$ cat config.mk
export PLATFORM = sky130hd
export DESIGN_NAME = keypad_entry_display
export DESIGN_NICKNAME = d
export VERILOG_FILES = /design/src/rtl/keypad_pkg.sv /design/src/rtl/keypad_entry_display_font.sv /design/src/rtl/keypad_entry_display.sv
export SDC_FILE = /design/constraint.sdc
export NUM_CORES = 1
export LEC_CHECK = 0
export CAP_MARGIN = 20
export CORE_MARGIN = 3
export CORE_UTILIZATION = 50
export DETAILED_ROUTE_END_ITERATION = 16
export GPL_TIMING_DRIVEN = 0
export PLACE_DENSITY = 0.7
export SYNTH_ARGS = -nofsm -noshare
export SYNTH_HDL_FRONTEND = slang
export SYNTH_SLANG_ARGS = --single-unit
export TNS_END_PERCENT = 30
$ cat constraint.sdc
create_clock -name clk -period 4.4 [get_ports clk]
set_input_delay 0.88 -clock clk [delete_from_list [all_inputs] [get_ports clk]]
set_output_delay 0.88 -clock clk [all_outputs]
set_load 0.005 [all_outputs]
$ cat src/rtl/keypad_pkg.sv
// Shared definitions for the keypad entry and display block.
// Key codes, key FSM states, keypad and 7-segment decoders.
package keypad_pkg;

  localparam logic [3:0] KEY_BKSP = 4'hA;
  localparam logic [3:0] KEY_CLR  = 4'hB;
  localparam logic [3:0] KEY_NONE = 4'hF;

  typedef enum logic [1:0] {
    ST_IDLE = 2'd0,
    ST_CAND = 2'd1,
    ST_HELD = 2'd2
  } key_st_e;

  function automatic logic [3:0] key_decode(
    input logic [2:0] s,
    input logic [2:0] col
  );
    logic [1:0] k;
    logic       hit;
    hit = 1'b1;
    k   = 2'd0;
    unique case (1'b1)
      (col == 3'b011): k = 2'd0;
      (col == 3'b101): k = 2'd1;
      (col == 3'b110): k = 2'd2;
      default:         hit = 1'b0;
    endcase
    key_decode = KEY_NONE;
    if (hit) begin
      unique case (s)
        3'd0: key_decode = 4'd1 + {2'b00, k};
        3'd1: key_decode = 4'd4 + {2'b00, k};
        3'd2: key_decode = 4'd7 + {2'b00, k};
        3'd3: begin
          unique case (k)
            2'd0:    key_decode = KEY_BKSP;
            2'd1:    key_decode = 4'd0;
            default: key_decode = KEY_CLR;
          endcase
        end
        default: key_decode = KEY_NONE;
      endcase
    end
  endfunction

  function automatic logic [6:0] seg7_decode(
    input logic [3:0] d
  );
    case (d)
      4'd0:    seg7_decode = 7'b1111110;
      4'd1:    seg7_decode = 7'b0110000;
      4'd2:    seg7_decode = 7'b1101101;
      4'd3:    seg7_decode = 7'b1111001;
      4'd4:    seg7_decode = 7'b0110011;
      4'd5:    seg7_decode = 7'b1011011;
      4'd6:    seg7_decode = 7'b1011111;
      4'd7:    seg7_decode = 7'b1110000;
      4'd8:    seg7_decode = 7'b1111111;
      4'd9:    seg7_decode = 7'b1111011;
      default: seg7_decode = 7'b0000000;
    endcase
  endfunction

endpackage

$ cat src/rtl/keypad_entry_display_font.sv
// 8x8 glyphs for digits 0-9; anything else is blank.
// Row index 0 is the top row of the matrix.
module digit_font_rom
  import keypad_pkg::*;
(
  input  logic [3:0] digit,
  input  logic [2:0] row_idx,
  output logic [7:0] pattern
);

  logic [63:0] glyph;
  logic [5:0]  base;

  // Glyph lookup, top row held in the most significant byte
  always_comb begin
    case (digit)
      4'd0:    glyph = 64'h3C666E7666663C00;
      4'd1:    glyph = 64'h0818080808081C00;
      4'd2:    glyph = 64'h3C66060C30607E00;
      4'd3:    glyph = 64'h3C66061C06663C00;
      4'd4:    glyph = 64'h0C1C2C4C7E0C0C00;
      4'd5:    glyph = 64'h7E607C0606663C00;
      4'd6:    glyph = 64'h1C30607C66663C00;
      4'd7:    glyph = 64'h7E060C1830303000;
      4'd8:    glyph = 64'h3C66663C66663C00;
      4'd9:    glyph = 64'h3C66663E060C3800;
      default: glyph = 64'h0;
    endcase
    base    = {3'd7 - row_idx, 3'b000};
    pattern = glyph[base +: 8];
  end

endmodule

$ cat src/rtl/keypad_entry_display.sv
// Keypad scan, per-frame debounce, digit buffer and display mux.
// Drives the shared 7-seg/keypad select and the 8x8 red matrix.
module keypad_entry_display
  import keypad_pkg::*;
#(
  parameter int NUM_DIGITS = 6,
  parameter int DIV_EXP    = 13,
  parameter int DEB_FRAMES = 3
) (
  input  logic       clk,
  input  logic       reset,
  input  logic [2:0] column,
  output logic [2:0] sel,
  output logic [6:0] seg7,
  output logic [7:0] row,
  output logic [7:0] column_red,
  output logic       key_valid,
  output logic [3:0] key_code,
  output logic [3:0] digit_count
);

  localparam logic [2:0] SEL_LAST = 3'(NUM_DIGITS - 1);
  localparam logic [3:0] DEB_N    = 4'(DEB_FRAMES);
  localparam logic [3:0] DIG_MAX  = 4'(NUM_DIGITS);

  logic [DIV_EXP-1:0] presc_q, presc_d;
  logic [2:0]         col_s1_q, col_s2_q;
  logic [2:0]         sel_q, sel_d;
  logic [3:0]         facc_q, facc_d;
  key_st_e            st_q, st_d;
  logic [3:0]         cand_q, cand_d;
  logic [3:0]         cnt_q, cnt_d;
  logic               kv_q, kv_d;
  logic [3:0]         kc_q, kc_d;
  logic [3:0]         dcnt_q, dcnt_d;
  logic [NUM_DIGITS-1:0][3:0] dbuf_q, dbuf_d;
  logic [7:0]         row_q, row_d;
  logic [2:0]         ridx_q, ridx_d;
  logic [7:0]         colr_q, colr_d;

  logic       tick;
  logic       frame_end;
  logic [3:0] samp;
  logic [3:0] frame_code;
  logic       acc;
  logic [3:0] acc_code;
  logic [3:0] cur_digit;
  logic [7:0] font_row;

  assign tick      = &presc_q;
  assign frame_end = tick && (sel_q == SEL_LAST);
  assign samp      = key_decode(sel_q, col_s2_q);

  // Prescaler and scan select advance
  always_comb begin
    presc_d = presc_q + 1'b1;
    sel_d   = sel_q;
    if (tick) begin
      sel_d = (sel_q == SEL_LAST) ? 3'd0 : sel_q + 3'd1;
    end
  end

  // Frame capture: the lowest select with a valid key wins
  always_comb begin
    frame_code = (facc_q != KEY_NONE) ? facc_q : samp;
    facc_d     = facc_q;
    if (tick) begin
      if (frame_end) begin
        facc_d = KEY_NONE;
      end else if (facc_q == KEY_NONE) begin
        facc_d = samp;
      end
    end
  end

  // Key FSM next state, evaluated once per frame
  always_comb begin
    st_d     = st_q;
    cand_d   = cand_q;
    cnt_d    = cnt_q;
    acc      = 1'b0;
    acc_code = cand_q;
    if (frame_end) begin
      unique case (st_q)
        ST_IDLE: begin
          if (frame_code != KEY_NONE) begin
            cand_d = frame_code;
            if (DEB_N == 4'd1) begin
              acc      = 1'b1;
              acc_code = frame_code;
              st_d     = ST_HELD;
              cnt_d    = 4'd0;
            end else begin
              st_d  = ST_CAND;
              cnt_d = 4'd1;
            end
          end
        end
        ST_CAND: begin
          if (frame_code == cand_q) begin
            if (cnt_q + 4'd1 >= DEB_N) begin
              acc   = 1'b1;
              st_d  = ST_HELD;
              cnt_d = 4'd0;
            end else begin
              cnt_d = cnt_q + 4'd1;
            end
          end else begin
            st_d  = ST_IDLE;
            cnt_d = 4'd0;
          end
        end
        ST_HELD: begin
          if (frame_code == KEY_NONE) begin
            if (cnt_q + 4'd1 >= DEB_N) begin
              st_d  = ST_IDLE;
              cnt_d = 4'd0;
            end else begin
              cnt_d = cnt_q + 4'd1;
            end
          end else begin
            cnt_d = 4'd0;
          end
        end
        default: begin
          st_d  = ST_IDLE;
          cnt_d = 4'd0;
        end
      endcase
    end
  end

  // Digit buffer edit on an accepted key
  always_comb begin
    dbuf_d = dbuf_q;
    dcnt_d = dcnt_q;
    kv_d   = acc;
    kc_d   = kc_q;
    if (acc) begin
      kc_d = acc_code;
      unique case (1'b1)
        (acc_code <= 4'd9): begin
          for (int i = 0; i < NUM_DIGITS - 1; i++) begin
            dbuf_d[i] = dbuf_q[i+1];
          end
          dbuf_d[NUM_DIGITS-1] = acc_code;
          if (dcnt_q != DIG_MAX) begin
            dcnt_d = dcnt_q + 4'd1;
          end
        end
        (acc_code == KEY_BKSP): begin
          if (dcnt_q != 4'd0) begin
            for (int i = NUM_DIGITS - 1; i > 0; i--) begin
              dbuf_d[i] = dbuf_q[i-1];
            end
            dbuf_d[0] = KEY_NONE;
            dcnt_d    = dcnt_q - 4'd1;
          end
        end
        (acc_code == KEY_CLR): begin
          dbuf_d = '1;
          dcnt_d = 4'd0;
        end
        default: ;
      endcase
    end
  end

  // Digit under the current select for the 7-seg bank
  always_comb begin
    cur_digit = KEY_NONE;
    for (int i = 0; i < NUM_DIGITS; i++) begin
      if (sel_q == 3'(i)) begin
        cur_digit = dbuf_q[i];
      end
    end
  end

  digit_font_rom u_font (
    .digit   (dbuf_q[NUM_DIGITS-1]),
    .row_idx (ridx_q + 3'd1),
    .pattern (font_row)
  );

  // Matrix row rotation with column data kept aligned
  always_comb begin
    row_d  = row_q;
    ridx_d = ridx_q;
    colr_d = colr_q;
    if (tick) begin
      row_d  = {row_q[0], row_q[7:1]};
      ridx_d = ridx_q + 3'd1;
      colr_d = font_row;
    end
  end

  // State registers
  always_ff @(posedge clk or negedge reset) begin
    if (!reset) begin
      presc_q  <= '0;
      col_s1_q <= 3'b111;
      col_s2_q <= 3'b111;
      sel_q    <= 3'd0;
      facc_q   <= KEY_NONE;
      st_q     <= ST_IDLE;
      cand_q   <= KEY_NONE;
      cnt_q    <= 4'd0;
      kv_q     <= 1'b0;
      kc_q     <= KEY_NONE;
      dcnt_q   <= 4'd0;
      dbuf_q   <= '1;
      row_q    <= 8'b1000_0000;
      ridx_q   <= 3'd0;
      colr_q   <= 8'h00;
    end else begin
      presc_q  <= presc_d;
      col_s1_q <= column;
      col_s2_q <= col_s1_q;
      sel_q    <= sel_d;
      facc_q   <= facc_d;
      st_q     <= st_d;
      cand_q   <= cand_d;
      cnt_q    <= cnt_d;
      kv_q     <= kv_d;
      kc_q     <= kc_d;
      dcnt_q   <= dcnt_d;
      dbuf_q   <= dbuf_d;
      row_q    <= row_d;
      ridx_q   <= ridx_d;
      colr_q   <= colr_d;
    end
  end

  assign sel         = sel_q;
  assign seg7        = seg7_decode(cur_digit);
  assign row         = row_q;
  assign column_red  = colr_q;
  assign key_valid   = kv_q;
  assign key_code    = kc_q;
  assign digit_count = dcnt_q;

endmodule

==> results.json, run 1 <==
{
  "final_period_minus_worst_setup_slack_ps": 4190,
  "core-area_um2": 10600,
  "crit_required_ps": 3520,
  "ctsRootBufferMaster": "sky130_fd_sc_hd__clkbuf_8",
  "placedCellCount": 762,
  "drc_errors": 0,
  "final_common_cell": "sky130_fd_sc_hd__nor2_1",
  "clkLatencyLatePin_ps": 370,
  "yosys_warnings": 0,
  "drt_pass1_iterations": 5,
  "post-dp-hpwl_um": 9310,
  "detail_route.vias_per_cell": 5.80,
  "antenna_violations_before_repair": 0,
  "share_of_layout_cells_above_drive_strength_1_pct": 19.5,
  "design.die.area_um2": 12400,
  "critPathArrivalTime_ps": 3310,
  "worst_case_setup_slack_after_placement_ps": -335,
  "grt_pass1_wl_um": 21900,
  "place_congestion": 0.940,
  "crit_path_end_kind": "primary output",
  "p_total_mw": 1.45,
  "irDropWorstVdd_mv": 0.213,
  "register_area_share_after_synthesis_pct": 39.8,
  "dr_total_vias": 4514,
  "intPower_mw": 1.14,
  "layout_worst_path_cycle_share_pct": 95.1,
  "cap_viol_max_count": 0,
  "placementRows": 37,
  "place_area_um2": 6110,
  "unrepaired_setup_endpoints_after_global_routing": "false",
  "power_density_nw_per_um2": 227,
  "skew_ps": 5.17,
  "fillers": 917,
  "power.sequential.fraction_pct": 55.1,
  "htreeDepth": 3,
  "worst_r2r_startpoint": "col_s2_q[2]",
  "area_growth_syn_to_layout_pct": 15.2,
  "grt_start_max_net_pins": 52,
  "worst_path_fanout_max": 19,
  "leakage_nw": 2.68,
  "cts.reportedPaths.clkPinSlew_ps": 80,
  "post-route-worst-setup-slack_ps": 215,
  "max_slew.worst_pin.slew_ps": 669,
  "hold_buffers": 0,
  "final_hold_violation_count": 0,
  "detail_route.iter0.violations": 364,
  "place.port_buffers": 37,
  "share_of_power_burned_in_the_clock_network_pct": 42.4,
  "timing.setup.critical_path_class": "reg2out",
  "number_of_cts_inserted_buffers": 9,
  "netlist_area_um2": 5550,
  "ios": 40,
  "clock-sinks": 86,
  "max_freq_ghz": 0.239,
  "worst_setup_path_start_kind": "register",
  "cts_tree": "yes",
  "fin_area_um2": 6390,
  "postSynth.topFlopCell": "sky130_fd_sc_hd__dfstp_2",
  "count_of_flip_flops_with_a_built_in_enable_after_synthesis": 0,
  "run_status": "finished, final reports clean",
  "die_x_um": 111,
  "layout.nets": 664,
  "share_of_flip_flops_with_an_asynchronous_set_or_reset_pct": 100,
  "final-setup-viol-count": 0,
  "die_y_um": 111,
  "grt_pass1_vias": 4488,
  "final-instance-count-excl-fill": 778,
  "initial_core_util_pct": 52.5,
  "hold_path.class": "reg2reg",
  "hold-worst-slack_ps": 359,
  "timing_max_transition_violations_final": 0,
  "antenna_cells": 0,
  "route.final.wire_length_um": 12800,
  "post_synth.cell_area_avg_um2": 9.45,
  "clk_path_buf_depth": 2,
  "yosysUniqueCellTypes": 68,
  "hold_path_start": "col_s1_q[2]",
  "postSynthCellCount": 587,
  "globalRoute.totalOverflow": 0,
  "drt.antenna.violating_nets": 0,
  "power_switching_mw": 0.309,
  "final_cell_mix": "sky130_fd_sc_hd__nor2_1 (70), sky130_fd_sc_hd__nand2_1 (45), sky130_fd_sc_hd__dfstp_2 (43), sky130_fd_sc_hd__dfrtp_1 (43), sky130_fd_sc_hd__a21oi_1 (41)",
  "relSlewSlack_pct": 55.1,
  "switching_fraction_pct": 21.3,
  "grt_util_all_layers_pct": 21.4,
  "post_drt_wl_per_cell_um": 16.4,
  "power_frac_comb_pct": 2.5,
  "yosys_register_bits": 86,
  "critPathLaunch": "sel[0]"
}
path summary, 6_finish.rpt:
check                                 end  slack (ps)  cells past startpoint
setup reg to reg           digit_count[2]         850                     10
setup / recovery                  seg7[3]         210                     12
min in group asynchronous  digit_count[2]         470                      1
hold / removal                col_s2_q[2]         360                      0
max in group asynchronous       facc_q[2]        3260                      2
hold reg to reg               col_s2_q[2]         360                      0
flip-flops by register name, indices dropped and copies added, names as in the netlist:
signal and flops:
presc_q 13, cnt_q 4, column_red 6, acc_code 4
key_code 4, st_q 2, digit_count 4, col_s2_q 3
ridx_q 3, key_valid 1, col_s1_q 3, row 8
facc_q 4, dbuf_q 24, sel 3
power by group through the flow:
stage | logic (mW) | registers [mW] | clock network [mW]
final | 0.0368 | 0.799 | 0.614
after CTS | 0.0379 | 0.799 | 0.631
after floorplan | 0.0130 | 0.812 | 0
after detailed placement | 0.0378 | 0.813 | 0
after global placement | 0.0340 | 0.812 | 0
after global routing | 0.0416 | 0.799 | 0.663
final cells by class:
class	instances	area, µm²	area share [%]
plain buffers	34	164	2.57
clock buffers	11	141	2.21
clock inverters	5	72.6	1.14
inverters	37	139	2.17
multi-input cells	430	3090	48.4
flip-flops and latches	86	2210	34.5
well taps	136	170	2.66
repair buffers	39	403	6.31
cell usage after synthesis (all sizes together), types with 5 or more instances:
cell type	number	area, µm²
nor2	70	263
nand2	45	169
dfrtp	43	1080
dfstp	43	1130
a21oi	42	214
mux2	36	454
inv	35	131
o21ai	29	145
mux2i	26	260
clkbuf	21	78.8
ha	21	263
nor3	18	90.1
buf	14	82.6
a31oi	12	75.1
xnor2	11	96.3
nand2b	9	63.8
nand3	9	45.0
o211ai	8	60.1
xor2	8	70.1
a211oi	7	52.6
nor2b	6	37.5
and3	5	31.3
o221ai	5	43.8
per-stage QoR:
stage                     setup TNS (ps)  util (%)
after global placement            -25840      57.7
after detailed placement           -1260      57.9
after floorplan                        0         -
final                                  0      60.5
after global routing                   0      60.5
after CTS                              0      60.3
logic make-up (layout without fill, tap and decap cells):
family	count (synthesis)	in the layout	share of synthesized area, %
adder cells (fa/ha/maj)	23	23	5.30
flip-flops	86	86	39.8
XOR/XNOR	19	19	3.00
AO/OA/AOI/OAI	136	136	16.3
multiplexers	63	63	13.3
buffers and inverters	72	126	5.42
other	1	2	0.0676
AND/OR/NAND/NOR	187	187	16.9
repair_timing:
| item | 4_1_cts | 5_1_grt |
|---|---|---|
| pin swaps | 2 | 0 |
| resized for setup | 6 | 4 |
| setup buffers | 1 | 0 |
| setup endpoints to repair | 7 | 4 |
critical path, cell delays in order (launching register included):
cell	delay, ps
sky130_fd_sc_hd__dfrtp_1	420
sky130_fd_sc_hd__buf_6	190
sky130_fd_sc_hd__and2_1	180
sky130_fd_sc_hd__ha_1	280
sky130_fd_sc_hd__or2_4	340
sky130_fd_sc_hd__o221ai_4	250
sky130_fd_sc_hd__inv_1	110
sky130_fd_sc_hd__ha_1	290
sky130_fd_sc_hd__inv_1	40
sky130_fd_sc_hd__nor2_1	130
sky130_fd_sc_hd__o21ai_0	110
sky130_fd_sc_hd__nand2_1	110
sky130_fd_sc_hd__clkdlybuf4s50_1	500
per-layer routing:
metal	up-vias	share of wire, %	track usage (%)
met1	2170	45	29.3
met2	151	47	33.3
li1	2168	-	-
met4	0	2.3	9.73
met3	25	5.7	3.49
met5	-	0	0
No activity file was read; power rests on OpenSTA's default activity.
==> run 2, diff against run 1 <==
--- a/config.mk
+++ b/config.mk
@@ -6,11 +6,12 @@
 export NUM_CORES = 1
 export LEC_CHECK = 0
 export CAP_MARGIN = 20
-export CORE_MARGIN = 3
+export CORE_MARGIN = 2
 export CORE_UTILIZATION = 50
 export DETAILED_ROUTE_END_ITERATION = 16
 export GPL_TIMING_DRIVEN = 0
 export PLACE_DENSITY = 0.7
+export SLEW_MARGIN = 10
 export SYNTH_ARGS = -nofsm -noshare
 export SYNTH_HDL_FRONTEND = slang
 export SYNTH_SLANG_ARGS = --single-unit
==> run 2 against run 1 <==
  * Combinational power about the same
  * Hold slack is essentially flat
  * Sequential power about the same
  * Core utilization is 1.5 points lower
  * Sequential share of layout area barely moved
  * Power shrank 3.0%
  * Die area shrank 3.6%
  * Worst setup slack worse by 16 ps
  * Clock skew is essentially flat
  * Critical path type unchanged
==> results.json, run 2 (synthesis gave the netlist of run 1 again) <==
{
  "die_x_um": 109,
  "run_status": "finished, final reports clean",
  "registers.top_by_ff_count": "dbuf_q",
  "cts_tree": "yes",
  "power_frac_comb_pct": 2.6,
  "clk_path_buf_depth": 2,
  "initial_core_util_pct": 51.2,
  "switching_fraction_pct": 23.4,
  "htreeDepth": 3,
  "post_drt_wl_per_cell_um": 16.3,
  "worst_setup_path_start_kind": "register",
  "detail_route.iter0.violations": 306,
  "area_growth_syn_to_layout_pct": 15.3,
  "layout.nets": 667,
  "place_congestion": 0.880,
  "grt_util_all_layers_pct": 23.0,
  "max_stage_delay_ps": 500,
  "cts.reportedPaths.clkPinSlew_ps": 90,
  "power_density_nw_per_um2": 220,
  "grt_pass1_wl_um": 21700,
  "detail_route.vias_per_cell": 5.78,
  "final_common_cell": "sky130_fd_sc_hd__nor2_1",
  "antenna_cells": 0,
  "hold_buffers": 0,
  "power.sequential.fraction_pct": 56.8,
  "share_of_power_burned_in_the_clock_network_pct": 40.6,
  "final-setup-viol-count": 0,
  "final_period_minus_worst_setup_slack_ps": 4200,
  "timing_max_transition_violations_final": 0,
  "share_of_layout_cells_above_drive_strength_1_pct": 20.2,
  "worst_path_dominant_cell_family": "buffers and inverters",
  "critical_path.cell_chain": "buf_4 -> and2_1 -> ha_1 -> or2_4 -> o221ai_4 -> inv_1 -> ha_1 -> inv_1 -> nor2_1 -> o21ai_0 -> nand2_1 -> clkdlybuf4s50_1",
  "intPower_mw": 1.08,
  "hold_path.class": "reg2reg",
  "worst_path_fanout_max": 19,
  "placedCellCount": 766,
  "number_of_cts_inserted_buffers": 9,
  "fillers": 943,
  "layout.core_utilization_pct": 59.0,
  "drc_errors": 0,
  "design.die.area_um2": 11900,
  "irDropWorstVdd_mv": 0.205,
  "ctsRootBufferMaster": "sky130_fd_sc_hd__clkbuf_8",
  "clock-sinks": 86,
  "max_freq_ghz": 0.238,
  "max_slew.worst_pin.slew_ps": 624,
  "final_hold_violation_count": 0,
  "place.port_buffers": 37,
  "grt_pass1_vias": 4547,
  "timing.reg2reg.setup_slack_ps": 900,
  "ios": 40,
  "drt_pass1_iterations": 5,
  "crit_buf_inv": 4,
  "relSlewSlack_pct": 58.4,
  "skew_ps": 5.50,
  "place_area_um2": 6120,
  "crit_path_end_kind": "primary output",
  "antenna_violations_before_repair": 0,
  "post-dp-hpwl_um": 9200,
  "cap_viol_max_count": 0,
  "globalRoute.totalOverflow": 0,
  "drt.antenna.violating_nets": 0,
  "fin_area_um2": 6390,
  "placementRows": 38,
  "critical_path.slowest_cell": "sky130_fd_sc_hd__clkdlybuf4s50_1",
  "die_y_um": 109,
  "layout_worst_path_cycle_share_pct": 95.5,
  "timing.setup.critical_path_class": "reg2out",
  "core-area_um2": 10800,
  "grt_start_max_net_pins": 57,
  "crit_required_ps": 3520,
  "route.final.wire_length_um": 12800,
  "dr_total_vias": 4536,
  "leakage_nw": 2.68,
  "clkLatencyLatePin_ps": 360,
  "final_cell_mix": "sky130_fd_sc_hd__nor2_1 (70), sky130_fd_sc_hd__nand2_1 (45), sky130_fd_sc_hd__dfstp_2 (43), sky130_fd_sc_hd__dfrtp_1 (43), sky130_fd_sc_hd__a21oi_1 (41)",
  "final-instance-count-excl-fill": 785,
  "critPathArrivalTime_ps": 3320,
  "largest_register_ff_count": 24,
  "power_switching_mw": 0.330
}
==> run 2: layout make-up <==
type | instances | area (µm²) | area share [%]
buffer | 34 | 160 | 2.50
clock buffer | 10 | 128 | 2.00
clock inverter | 6 | 71.3 | 1.12
inverter | 37 | 139 | 2.17
multi-input combinational | 430 | 3090 | 48.3
sequential | 86 | 2210 | 34.5
tap | 140 | 175 | 2.74
timing repair buffer | 42 | 425 | 6.65
==> run 2: path summary, 6_finish.rpt <==
| path | from | endpoint | depth (start not counted) |
|---|---|---|---|
| setup / recovery | sel[0] | seg7[3] | 12 |
| hold / removal | col_s1_q[0] | col_s2_q[0] | 0 |
| setup reg to reg | col_s2_q[1] | digit_count[2] | 10 |
| hold reg to reg | col_s1_q[0] | col_s2_q[0] | 0 |
| max in group asynchronous | reset | dbuf_q[12] | 2 |
| min in group asynchronous | reset | presc_q[5] | 1 |
==> run 2: power groups by stage <==
stage,logic [mW],registers [mW],clock network [mW]
2_1_floorplan,0.0130,0.812,0
3_3_place_gp,0.0340,0.813,0
3_5_place_dp,0.0379,0.813,0
4_1_cts,0.0382,0.799,0.585
5_1_grt,0.0427,0.800,0.619
6_report,0.0370,0.799,0.570
==> run 2: metal layers <==
metal | global-route usage (%) | up-vias | wire, µm
li1 | - | 2172 | -
met1 | 30.5 | 2210 | 5920
met2 | 38.1 | 131 | 5990
met3 | 4.27 | 23 | 620
met4 | 7.59 | 0 | 267
met5 | 0 | - | 0
==> run 2: what timing repair did <==
action                     4_1_cts  5_1_grt
pin swaps                        1        1
setup buffers                    1        3
gates resized for setup          3        6
gates cloned                     0        0
setup endpoints to repair        7        7
==> run 2: worst register-to-register path: stages, from the launching register on <==
cell                       delay (ps)
sky130_fd_sc_hd__dfstp_2          580
sky130_fd_sc_hd__and3b_1          250
sky130_fd_sc_hd__inv_1            100
sky130_fd_sc_hd__ha_1             230
sky130_fd_sc_hd__and4bb_2         320
sky130_fd_sc_hd__mux2i_1          290
sky130_fd_sc_hd__nand4_1          180
sky130_fd_sc_hd__mux2i_1          200
sky130_fd_sc_hd__nor4_4           520
sky130_fd_sc_hd__nor3b_4          360
sky130_fd_sc_hd__mux2_2           370
==> run 2: through the flow <==
step	hold WS (ps)	worst slack [ps]	setup TNS (ps)	power, mW
finish	359	199	0	1.41
global route	365	-7.07	-7.07	1.46
CTS	358	4.19	0	1.42
detailed placement	347	-292	-1040	0.851
global placement	346	-516	-22240	0.847
floorplan	345	847	0	0.825
==> run 3, diff against run 2 <==
--- a/config.mk
+++ b/config.mk
@@ -6,10 +6,12 @@
 export NUM_CORES = 1
 export LEC_CHECK = 0
 export CAP_MARGIN = 20
+export CORE_ASPECT_RATIO = 1.2
 export CORE_MARGIN = 2
 export CORE_UTILIZATION = 50
 export DETAILED_ROUTE_END_ITERATION = 16
 export GPL_TIMING_DRIVEN = 0
+export MAX_ROUTING_LAYER = met4
 export PLACE_DENSITY = 0.7
 export SLEW_MARGIN = 10
 export SYNTH_ARGS = -nofsm -noshare
==> run 3 against run 2 <==
  * Routed wire length increased by 0.98%
  * Clock-buffer cell count unchanged
  * Power grew 18%
==> results.json, run 3 (synthesis gave the netlist of run 1 again) <==
{
  "final-instance-count-excl-fill": 773,
  "leakage_nw": 2.72,
  "grt_pass1_wl_um": 22000,
  "hold_path_start": "col_s1_q[2]",
  "crit_path_end_kind": "primary output",
  "grt_pass1_vias": 4509,
  "final-setup-viol-count": 0,
  "antenna_cells": 0,
  "worst_path_fanout_max": 19,
  "worst_r2r_path_depth": 10,
  "layout.nets": 663,
  "post_cts.repair.setup_buffers": 0,
  "hold_path.class": "reg2reg",
  "crit_required_ps": 3520,
  "switching_fraction_pct": 21.0,
  "grt_start_max_net_pins": 58,
  "design.die.area_um2": 12000,
  "core-area_um2": 10900,
  "globalRoute.totalOverflow": 0,
  "post-dp-hpwl_um": 9250,
  "htreeDepth": 3,
  "worst_setup_path_start_kind": "register",
  "placementRows": 42,
  "intPower_mw": 1.31,
  "share_of_layout_cells_above_drive_strength_1_pct": 19.7,
  "number_of_cts_inserted_buffers": 9,
  "worst_case_setup_slack_after_placement_ps": -308,
  "drt_pass1_iterations": 4,
  "timing.reg2reg.setup_slack_ps": 850,
  "cap_viol_max_count": 0,
  "layout_worst_path_cycle_share_pct": 94.5,
  "antenna_violations_before_repair": 0,
  "final_sum_of_negative_setup_slack_ps": 0,
  "post_drt_wl_per_cell_um": 16.7,
  "fillers": 928,
  "final_common_cell": "sky130_fd_sc_hd__nor2_1",
  "power_density_nw_per_um2": 256,
  "share_of_power_burned_in_the_clock_network_pct": 49.7,
  "cts.reportedPaths.clkPinSlew_ps": 70,
  "area_growth_syn_to_layout_pct": 16.9,
  "drt.antenna.violating_nets": 0,
  "route.final.wire_length_um": 12900,
  "reg2reg_to": "digit_count[1]",
  "number_of_cells_on_the_worst_hold_path": 0,
  "cts_tree": "yes",
  "clkLatencyLatePin_ps": 340,
  "worst_r2r_startpoint": "col_s2_q[2]",
  "drc_errors": 0,
  "p_total_mw": 1.66,
  "grt_util_all_layers_pct": 23.5,
  "final_period_minus_worst_setup_slack_ps": 4160,
  "final_hold_violation_count": 0,
  "die_x_um": 100,
  "timing.setup.critical_path_class": "reg2out",
  "registers.top_by_ff_count": "dbuf_q",
  "skew_ps": 8.00,
  "critPathArrivalTime_ps": 3280,
  "die_y_um": 119,
  "relSlewSlack_pct": 57.5,
  "footprint_of_the_multi_input_gates_um2": 3090,
  "timing_max_transition_violations_final": 0,
  "final_cell_mix": "sky130_fd_sc_hd__nor2_1 (70), sky130_fd_sc_hd__nand2_1 (45), sky130_fd_sc_hd__dfstp_2 (43), sky130_fd_sc_hd__dfrtp_1 (43), sky130_fd_sc_hd__a21oi_1 (41)",
  "run_status": "finished, final reports clean",
  "place.port_buffers": 37,
  "dr_total_vias": 4525,
  "power_frac_comb_pct": 2.2,
  "post-route-worst-setup-slack_ps": 244,
  "hold_buffers": 0,
  "power_switching_mw": 0.349,
  "clock-sinks": 86,
  "placedCellCount": 758,
  "irDropWorstVdd_mv": 0.192,
  "power.sequential.fraction_pct": 48.1,
  "max_freq_ghz": 0.241,
  "detail_route.vias_per_cell": 5.85,
  "initial_core_util_pct": 50.7,
  "layout.core_utilization_pct": 59.3,
  "largest_register_ff_count": 24,
  "ios": 40,
  "storage_cell_area_um2": 2210,
  "place_congestion": 0.919,
  "max_slew.worst_pin.slew_ps": 621,
  "clk_path_buf_depth": 2,
  "detail_route.iter0.violations": 234,
  "ctsRootBufferMaster": "sky130_fd_sc_hd__clkbuf_16",
  "worstHoldEndpoint": "col_s2_q[2]",
  "unrepaired_setup_endpoints_after_global_routing": "false"
}
-- run 3: final cells by class --
class                           count  share of cell area (%)
Buffer                             34                    2.53
Clock buffer                       10                    3.53
Clock inverter                      6                    1.45
Inverter                           37                    2.14
Multi-Input combinational cell    430                    47.7
Sequential cell                    86                    34.0
Tap cell                          132                    2.55
Timing Repair Buffer               38                    6.10
-- run 3: through the flow --
step,hold WS (ps),cell area (µm²)
3_5_place_dp,347,6110
3_3_place_gp,346,6080
5_1_grt,358,6480
2_1_floorplan,345,5550
6_report,356,6480
4_1_cts,357,6440
-- run 3: repair_timing --
| item | in CTS | in global routing |
|---|---|---|
| pin swaps | 1 | 0 |
| cloned | 0 | 0 |
| endpoints found under the setup margin | 7 | 7 |
| resized for setup | 4 | 6 |
| endpoints found under the hold margin | 0 | 0 |
-- run 3: worst max path at each step --
stage	start	to	slack (ps)	cells past startpoint
CTS	sel[0]	seg7[3]	40	12
global placement	reset	digit_count[1]	-510	1
floorplan	sel[0]	seg7[3]	850	12
detailed placement	sel[0]	seg7[3]	-310	13
finish	sel[0]	seg7[3]	240	12
global route	sel[0]	seg7[3]	30	12
-- run 3: critical path, stage by stage, from the launching register on --
cell	delay [ps]
sky130_fd_sc_hd__dfrtp_1	430
sky130_fd_sc_hd__buf_6	200
sky130_fd_sc_hd__and2_1	170
sky130_fd_sc_hd__ha_1	270
sky130_fd_sc_hd__or2_4	330
sky130_fd_sc_hd__o221ai_4	240
sky130_fd_sc_hd__inv_1	100
sky130_fd_sc_hd__ha_1	280
sky130_fd_sc_hd__inv_1	30
sky130_fd_sc_hd__nor2_1	150
sky130_fd_sc_hd__o21ai_0	110
sky130_fd_sc_hd__nand2_1	100
sky130_fd_sc_hd__clkdlybuf4s50_1	500
-- run 3: power by group through the flow --
| stage | registers (mW) | clock network, mW | logic [mW] |
|---|---|---|---|
| 5_1_grt | 0.799 | 0.882 | 0.0423 |
| 3_5_place_dp | 0.813 | 0 | 0.0379 |
| 4_1_cts | 0.800 | 0.845 | 0.0380 |
| 6_report | 0.800 | 0.826 | 0.0369 |
| 2_1_floorplan | 0.812 | 0 | 0.0130 |
| 3_3_place_gp | 0.813 | 0 | 0.0338 |
-- run 3: routing by layer --
metal	part of all wire [%]	routed length, µm	GRT usage (%)	vias to the layer above
li1	-	-	-	2173
met1	43	5570	30.0	2205
met4	2.0	257	8.56	0
met3	4.0	521	3.46	23
met2	51	6580	37.9	124
met5	0	0	-	-
